File: src/rtl/mem_arbiter_pkg.sv
// Shared widths, requester identifiers and per-requester response state for mem_arbiter.
package mem_arbiter_pkg;

  localparam int unsigned MEMSIZE = 8;
  localparam int unsigned DWIDTH  = 8;
  localparam int unsigned NREQ    = 2;

  typedef enum logic {
    REQ0 = 1'b0,
    REQ1 = 1'b1
  } req_id_e;

  typedef struct packed {
    logic              rd_pend;
    logic              rsp_valid;
    logic [DWIDTH-1:0] rsp_rdata;
  } rsp_state_t;

  // Writes always pass; a read waits until the previous read has been captured and consumed.
  function automatic logic is_elig(input logic valid, input logic we,
                                   input logic pend, input logic held);
    return valid && (we || (!pend && !held));
  endfunction

endpackage

File: src/rtl/mem_arbiter_if.sv
// One requester's request and read-response channels.
interface mem_arbiter_if import mem_arbiter_pkg::*; ();

  logic               req_valid;
  logic               req_ready;
  logic               req_we;
  logic [MEMSIZE-1:0] req_addr;
  logic [DWIDTH-1:0]  req_wdata;
  logic               rsp_valid;
  logic               rsp_ready;
  logic [DWIDTH-1:0]  rsp_rdata;

  modport master (
    output req_valid, req_we, req_addr, req_wdata, rsp_ready,
    input  req_ready, rsp_valid, rsp_rdata
  );

  modport slave (
    input  req_valid, req_we, req_addr, req_wdata, rsp_ready,
    output req_ready, rsp_valid, rsp_rdata
  );

endinterface

File: src/rtl/mem_arbiter_arb_rr2.sv
// Two-way round-robin grant; ties go to the requester that did not win last.
module arb_rr2 import mem_arbiter_pkg::*; (
  input  logic       clk,
  input  logic       xrst,
  input  logic [1:0] elig,
  output logic [1:0] grant
);

  req_id_e last_q, last_d;

  always_ff @(posedge clk or negedge xrst) begin
    if (!xrst) last_q <= REQ1;
    else       last_q <= last_d;
  end

  always_comb begin
    last_d = last_q;
    if (grant[0])      last_d = REQ0;
    else if (grant[1]) last_d = REQ1;
  end

  always_comb begin
    grant = '0;
    unique case (elig)
      2'b01:   grant = 2'b01;
      2'b10:   grant = 2'b10;
      2'b11:   grant = (last_q == REQ1) ? 2'b01 : 2'b10;
      default: grant = '0;
    endcase
  end

endmodule

File: src/rtl/mem_arbiter.sv
// Shares one single-port memory between two requesters; captures read data into
// per-requester response registers one cycle after the granted read address.
module mem_arbiter import mem_arbiter_pkg::*; (
  input  logic               clk,
  input  logic               xrst,
  mem_arbiter_if.slave       req_0,
  mem_arbiter_if.slave       req_1,
  output logic               mem_we,
  output logic [MEMSIZE-1:0] mem_addr,
  output logic [DWIDTH-1:0]  mem_wdata,
  input  logic [DWIDTH-1:0]  mem_rdata
);

  logic [NREQ-1:0]    valid_w, we_w, rsp_ready_w, elig, grant;
  logic [NREQ-1:0]    pend_w, held_w;
  logic [MEMSIZE-1:0] addr_w  [NREQ];
  logic [DWIDTH-1:0]  wdata_w [NREQ];
  logic [DWIDTH-1:0]  rdata_w [NREQ];

  assign valid_w     = {req_1.req_valid, req_0.req_valid};
  assign we_w        = {req_1.req_we,    req_0.req_we};
  assign rsp_ready_w = {req_1.rsp_ready, req_0.rsp_ready};
  assign addr_w[0]   = req_0.req_addr;
  assign addr_w[1]   = req_1.req_addr;
  assign wdata_w[0]  = req_0.req_wdata;
  assign wdata_w[1]  = req_1.req_wdata;

  assign req_0.req_ready = grant[0];
  assign req_1.req_ready = grant[1];
  assign req_0.rsp_valid = held_w[0];
  assign req_1.rsp_valid = held_w[1];
  assign req_0.rsp_rdata = rdata_w[0];
  assign req_1.rsp_rdata = rdata_w[1];

  arb_rr2 u_arb (
    .clk   (clk),
    .xrst  (xrst),
    .elig  (elig),
    .grant (grant)
  );

  for (genvar g = 0; g < NREQ; g++) begin : g_rsp
    rsp_state_t st_q, st_d;

    // Gating with xrst keeps req_ready low for the whole reset assertion.
    assign elig[g]    = xrst && is_elig(valid_w[g], we_w[g], st_q.rd_pend, st_q.rsp_valid);
    assign pend_w[g]  = st_q.rd_pend;
    assign held_w[g]  = st_q.rsp_valid;
    assign rdata_w[g] = st_q.rsp_rdata;

    always_comb begin
      st_d = st_q;
      if (st_q.rd_pend) begin
        st_d.rd_pend   = 1'b0;
        st_d.rsp_valid = 1'b1;
        st_d.rsp_rdata = mem_rdata;
      end else if (st_q.rsp_valid && rsp_ready_w[g]) begin
        st_d.rsp_valid = 1'b0;
      end
      if (grant[g] && !we_w[g]) st_d.rd_pend = 1'b1;
    end

    always_ff @(posedge clk or negedge xrst) begin
      if (!xrst) st_q <= '0;
      else       st_q <= st_d;
    end
  end

  always_comb begin
    mem_we    = 1'b0;
    mem_addr  = '0;
    mem_wdata = '0;
    for (int unsigned i = 0; i < NREQ; i++) begin
      if (grant[i]) begin
        mem_we    = we_w[i];
        mem_addr  = addr_w[i];
        mem_wdata = wdata_w[i];
      end
    end
  end

endmodule

File: src/flat_wrapper.sv
// flat-port wrapper written by rule: the top's interface ports become plain ports
module mem_arbiter_flat import mem_arbiter_pkg::*;
  (clk, xrst, mem_we, mem_addr, mem_wdata, mem_rdata, req_0_req_valid, req_0_req_we, req_0_req_addr, req_0_req_wdata, req_0_rsp_ready, req_0_req_ready, req_0_rsp_valid, req_0_rsp_rdata, req_1_req_valid, req_1_req_we, req_1_req_addr, req_1_req_wdata, req_1_rsp_ready, req_1_req_ready, req_1_rsp_valid, req_1_rsp_rdata);
  mem_arbiter_if req_0_i ();
  mem_arbiter_if req_1_i ();
  input  logic clk;
  input  logic xrst;
  output logic mem_we;
  output logic [MEMSIZE-1:0] mem_addr;
  output logic [DWIDTH-1:0] mem_wdata;
  input  logic [DWIDTH-1:0] mem_rdata;
  input wire logic [$bits(req_0_i.req_valid)-1:0] req_0_req_valid;
  input wire logic [$bits(req_0_i.req_we)-1:0] req_0_req_we;
  input wire logic [$bits(req_0_i.req_addr)-1:0] req_0_req_addr;
  input wire logic [$bits(req_0_i.req_wdata)-1:0] req_0_req_wdata;
  input wire logic [$bits(req_0_i.rsp_ready)-1:0] req_0_rsp_ready;
  output wire logic [$bits(req_0_i.req_ready)-1:0] req_0_req_ready;
  output wire logic [$bits(req_0_i.rsp_valid)-1:0] req_0_rsp_valid;
  output wire logic [$bits(req_0_i.rsp_rdata)-1:0] req_0_rsp_rdata;
  input wire logic [$bits(req_1_i.req_valid)-1:0] req_1_req_valid;
  input wire logic [$bits(req_1_i.req_we)-1:0] req_1_req_we;
  input wire logic [$bits(req_1_i.req_addr)-1:0] req_1_req_addr;
  input wire logic [$bits(req_1_i.req_wdata)-1:0] req_1_req_wdata;
  input wire logic [$bits(req_1_i.rsp_ready)-1:0] req_1_rsp_ready;
  output wire logic [$bits(req_1_i.req_ready)-1:0] req_1_req_ready;
  output wire logic [$bits(req_1_i.rsp_valid)-1:0] req_1_rsp_valid;
  output wire logic [$bits(req_1_i.rsp_rdata)-1:0] req_1_rsp_rdata;
  assign req_0_i.req_valid = req_0_req_valid;
  assign req_0_i.req_we = req_0_req_we;
  assign req_0_i.req_addr = req_0_req_addr;
  assign req_0_i.req_wdata = req_0_req_wdata;
  assign req_0_i.rsp_ready = req_0_rsp_ready;
  assign req_0_req_ready = req_0_i.req_ready;
  assign req_0_rsp_valid = req_0_i.rsp_valid;
  assign req_0_rsp_rdata = req_0_i.rsp_rdata;
  assign req_1_i.req_valid = req_1_req_valid;
  assign req_1_i.req_we = req_1_req_we;
  assign req_1_i.req_addr = req_1_req_addr;
  assign req_1_i.req_wdata = req_1_req_wdata;
  assign req_1_i.rsp_ready = req_1_rsp_ready;
  assign req_1_req_ready = req_1_i.req_ready;
  assign req_1_rsp_valid = req_1_i.rsp_valid;
  assign req_1_rsp_rdata = req_1_i.rsp_rdata;
  mem_arbiter u_core (.clk(clk), .xrst(xrst), .req_0(req_0_i), .req_1(req_1_i), .mem_we(mem_we), .mem_addr(mem_addr), .mem_wdata(mem_wdata), .mem_rdata(mem_rdata));
endmodule
File: config.mk
export PLATFORM = sky130hd
export DESIGN_NAME = mem_arbiter_flat
export DESIGN_NICKNAME = d
export VERILOG_FILES = /design/src/rtl/mem_arbiter_pkg.sv /design/src/rtl/mem_arbiter_if.sv /design/src/rtl/mem_arbiter_arb_rr2.sv /design/src/rtl/mem_arbiter.sv /design/src/flat_wrapper.sv
export SDC_FILE = /design/constraint.sdc
export NUM_CORES = 1
export LEC_CHECK = 0
export ABC_AREA = 0
export CAP_MARGIN = 20
export CORE_MARGIN = 4
export CORE_UTILIZATION = 32
export DETAILED_ROUTE_END_ITERATION = 10
export PLACE_DENSITY_LB_ADDON = 0.08
export RECOVER_POWER = 25
export SYNTH_ARGS = -nofsm -noshare
export SYNTH_HDL_FRONTEND = slang
export SYNTH_SLANG_ARGS = --single-unit
File: constraint.sdc
create_clock -name clk -period 1.8 [get_ports clk]
set_input_delay 0.27 -clock clk [delete_from_list [all_inputs] [get_ports clk]]
set_output_delay 0.27 -clock clk [all_outputs]
set_load 0.01 [all_outputs]
==> flow_summary.json <==
{
  "cp-start-kind": "input port",
  "rrSetupSlack_ps": 410,
  "hp-class": "in -> async",
  "die-area_mm2": 0.00423,
  "area_delta_synth_final_pct": 100,
  "synth.lib_cells_used.distinct": 21,
  "place_congestion": 0.889,
  "yosys_warnings": 0,
  "fin_tns_setup_ps": -3810,
  "antenna_found_initial": 0,
  "rsz0062_at_grt": "true",
  "drc": 0,
  "track_usage_pct": 15.7,
  "clk_path_buf_depth": 2,
  "io_pins": 85,
  "worst_r2r_path_depth": 6,
  "hold_viol_final": 0,
  "maxCapViolCount": 0,
  "worstSetupPathType": "in -> out",
  "rows": 20,
  "cts_tree": "done",
  "fmax_mhz": 487,
  "antenna_left": 0,
  "p_seq_share_pct": 40.8,
  "p_per_area_mw_per_mm2": 748,
  "die_x_um": 65.1,
  "dr.pass1.iters": 2,
  "final_max_slew_viol_count": 0,
  "initial_core_util_pct": 33.9,
  "grt-ovfl-total": 0,
  "status": "finished with violations",
  "cp_max_fo": 4,
  "num_vias": 1047,
  "utilization_pct": 67.7,
  "period_share_pct": 114,
  "synth_area_mm2": 0.00104,
  "cts_max_level": 1,
  "placedCellCount": 213,
  "setup_viol": 18,
  "grt_pass1_wl_um": 5110,
  "setup_slack_ps": -254,
  "switching_share_pct": 27.7,
  "final_cells": 223,
  "seq_area_frac_synth_pct": 50.5,
  "grt_max_degree": 22,
  "worst_ep_arrival_time_ps": 1780,
  "cts_hold_buf": 0,
  "r2r-start": "u_core.g_rsp[1].st_q[9]",
  "synthCells": 78,
  "wire_per_inst_um": 15.0,
  "port-buffer-count": 84,
  "p_leak_nw": 0.939,
  "period_minus_slack_ps": 2050,
  "fillCellCount": 240,
  "via_per_inst": 4.70,
  "syn_nets": 126,
  "core_area_mm2": 0.00308,
  "antenna_cells": 0,
  "p_int_w": 0.00113,
  "postSynthAreaPerCell_um2": 13.4,
  "die_y_um": 65.1,
  "slew_headroom_pct": 25.5,
  "pwr-share-comb_pct": 45.4,
  "dp_hpwl_um": 2680,
  "nNetsFinal": 228,
  "path_clk_slew_ps": 110,
  "grt_pass1_vias": 1176,
  "cts-root-buf": "clkbuf_4",
  "setup.worst_path.end_class": "output pin",
  "layout-drive-gt1-share_pct": 35.2,
  "ir_drop_uv": 287,
  "skew_ps": 4.83,
  "violations": "negative setup slack",
  "switchingPower_w": 0.000432,
  "clkLatencyLatePin_ps": 290,
  "critPathLaunch": "req_1_req_we",
  "cts_buffers": 3,
  "r2r-end": "u_core.g_rsp[1].st_q[9]",
  "clockPowerShare_pct": 13.8,
  "worstMarginPinSlew_ps": 1120,
  "drtIter0Drc": 22,
  "critPathRequiredTime_ps": 1530,
  "cts.sinks": 21,
  "drt-total-wl_um": 3340,
  "holdWs_ps": 512,
  "synth-seq-cells": 21
}
-- placed cells by master, fill, tap and decap left out --
cell type and count:
dlymetal6s2s_1 1, clkbuf_2 1, a211oi_4 1, nor3_2 1, buf_6 7, dlygate4sd2_1 1, clkbuf_1 2, and3_4 1
and2_1 1, clkbuf_4 3, a22o_1 16, buf_2 11, o21ba_4 1, nand2_2 1, buf_12 1, clkbuf_16 1
and3_1 1, a21o_1 3, o311a_4 1, nand2_1 1, a21oi_1 1, inv_1 2, nor2b_1 1, nand3_1 1
mux2_2 16, buf_4 13, a2bb2oi_1 1, buf_16 1, clkdlybuf4s15_2 1, dfstp_2 1, dfrtp_1 20, nor3_1 1
o21bai_4 1, clkdlybuf4s50_1 63
-- cells in the mapped netlist, drive strengths merged --
library cell  count  area share [%]
inv               2            0.72
and2              1            0.60
nor2b             1            0.60
a22o             16              13
nand3             1            0.48
mux2             16              17
o21ba             1             1.6
a21oi             1            0.48
a2bb2oi           1            0.84
nand2             2            0.72
a21o              3             2.2
dfrtp            20              48
and3              2             1.2
o311a             1            0.96
nor3              2            0.96
buf               5             4.4
a211oi            1             1.9
dfstp             1             2.5
o21bai            1             1.1
-- worst max-delay path by stage --
stage / cells past startpoint / slack [ps] / endpoint
final: 8 / -250 / mem_wdata[7]
after global routing: 7 / -300 / mem_wdata[7]
after CTS: 4 / -240 / mem_addr[4]
after detailed placement: 6 / -630 / mem_addr[4]
after global placement: 6 / -610 / mem_wdata[7]
after floorplan: 6 / 30 / mem_addr[5]
-- sequential cells by signal, summed over array words and instances, names as in the netlist --
register / cells
u_core.g_rsp.st_q: 2
u_core.req_0.rsp_valid: 1
u_core.req_0.rsp_rdata: 8
u_core.u_arb.last_q: 1
u_core.req_1.rsp_valid: 1
u_core.req_1.rsp_rdata: 8
-- power by group through the flow --
| stage | clock network, W | registers, W | logic (W) |
|---|---|---|---|
| 2_1_floorplan | 0 | 0.000689 | 0.000198 |
| 3_3_place_gp | 0 | 0.000639 | 0.000682 |
| 3_5_place_dp | 0 | 0.000647 | 0.000694 |
| 4_1_cts | 0.000224 | 0.000638 | 0.000695 |
| 5_1_grt | 0.000239 | 0.000649 | 0.000754 |
| 6_report | 0.000215 | 0.000637 | 0.000708 |
-- per-layer routing --
| metal | track usage, % | up-vias | routed length, µm | part of all wire, % |
|---|---|---|---|---|
| met5 | 0 | - | 0 | 0 |
| met4 | 6.22 | 0 | 51 | 1.5 |
| met3 | 8.49 | 4 | 425 | 13 |
| met2 | 26.7 | 63 | 1690 | 51 |
| met1 | 16.0 | 482 | 1170 | 35 |
| li1 | - | 498 | - | - |
-- through the flow --
stage / worst slack, ps / instance area (µm²) / total power, W
after floorplan: 29.3 / 1040 / 0.000887
after global placement: -612 / 2010 / 0.00132
after detailed placement: -634 / 2010 / 0.00134
after CTS: -239 / 2020 / 0.00156
after global routing: -296 / 2080 / 0.00164
final: -254 / 2080 / 0.00156
-- area by class of cell --
cell class | instances | area, µm² | area share [%]
Timing Repair Buffer | 102 | 976 | 46.8
Sequential cell | 21 | 527 | 25.3
Multi-Input combinational cell | 50 | 493 | 23.6
Tap cell | 44 | 55.1 | 2.64
Clock buffer | 4 | 26.3 | 1.26
Inverter | 2 | 7.51 | 0.360
-- kinds of logic after synthesis --
group                  synth area share [%]
AO/OA/AOI/OAI                          22.4
flip-flops                             50.5
multiplexers                           17.3
AND/OR/NAND/NOR                        4.56
buffers and inverters                  5.16
-- timing repair --
item | 4_1_cts | 5_1_grt
setup endpoints to repair | 19 | 19
setup buffers | 3 | 2
cloned | 1 | 1
gates resized for setup | 81 | 9
pin swaps | 4 | 1
-- worst max-delay path: stages --
cell and delay [ps]:
clkdlybuf4s50_1 500, o21ba_4 170, buf_6 120, a211oi_4 160, buf_6 170, clkbuf_16 140
a22o_1 120, buf_2 130
Power figures use the tool's default switching activity.
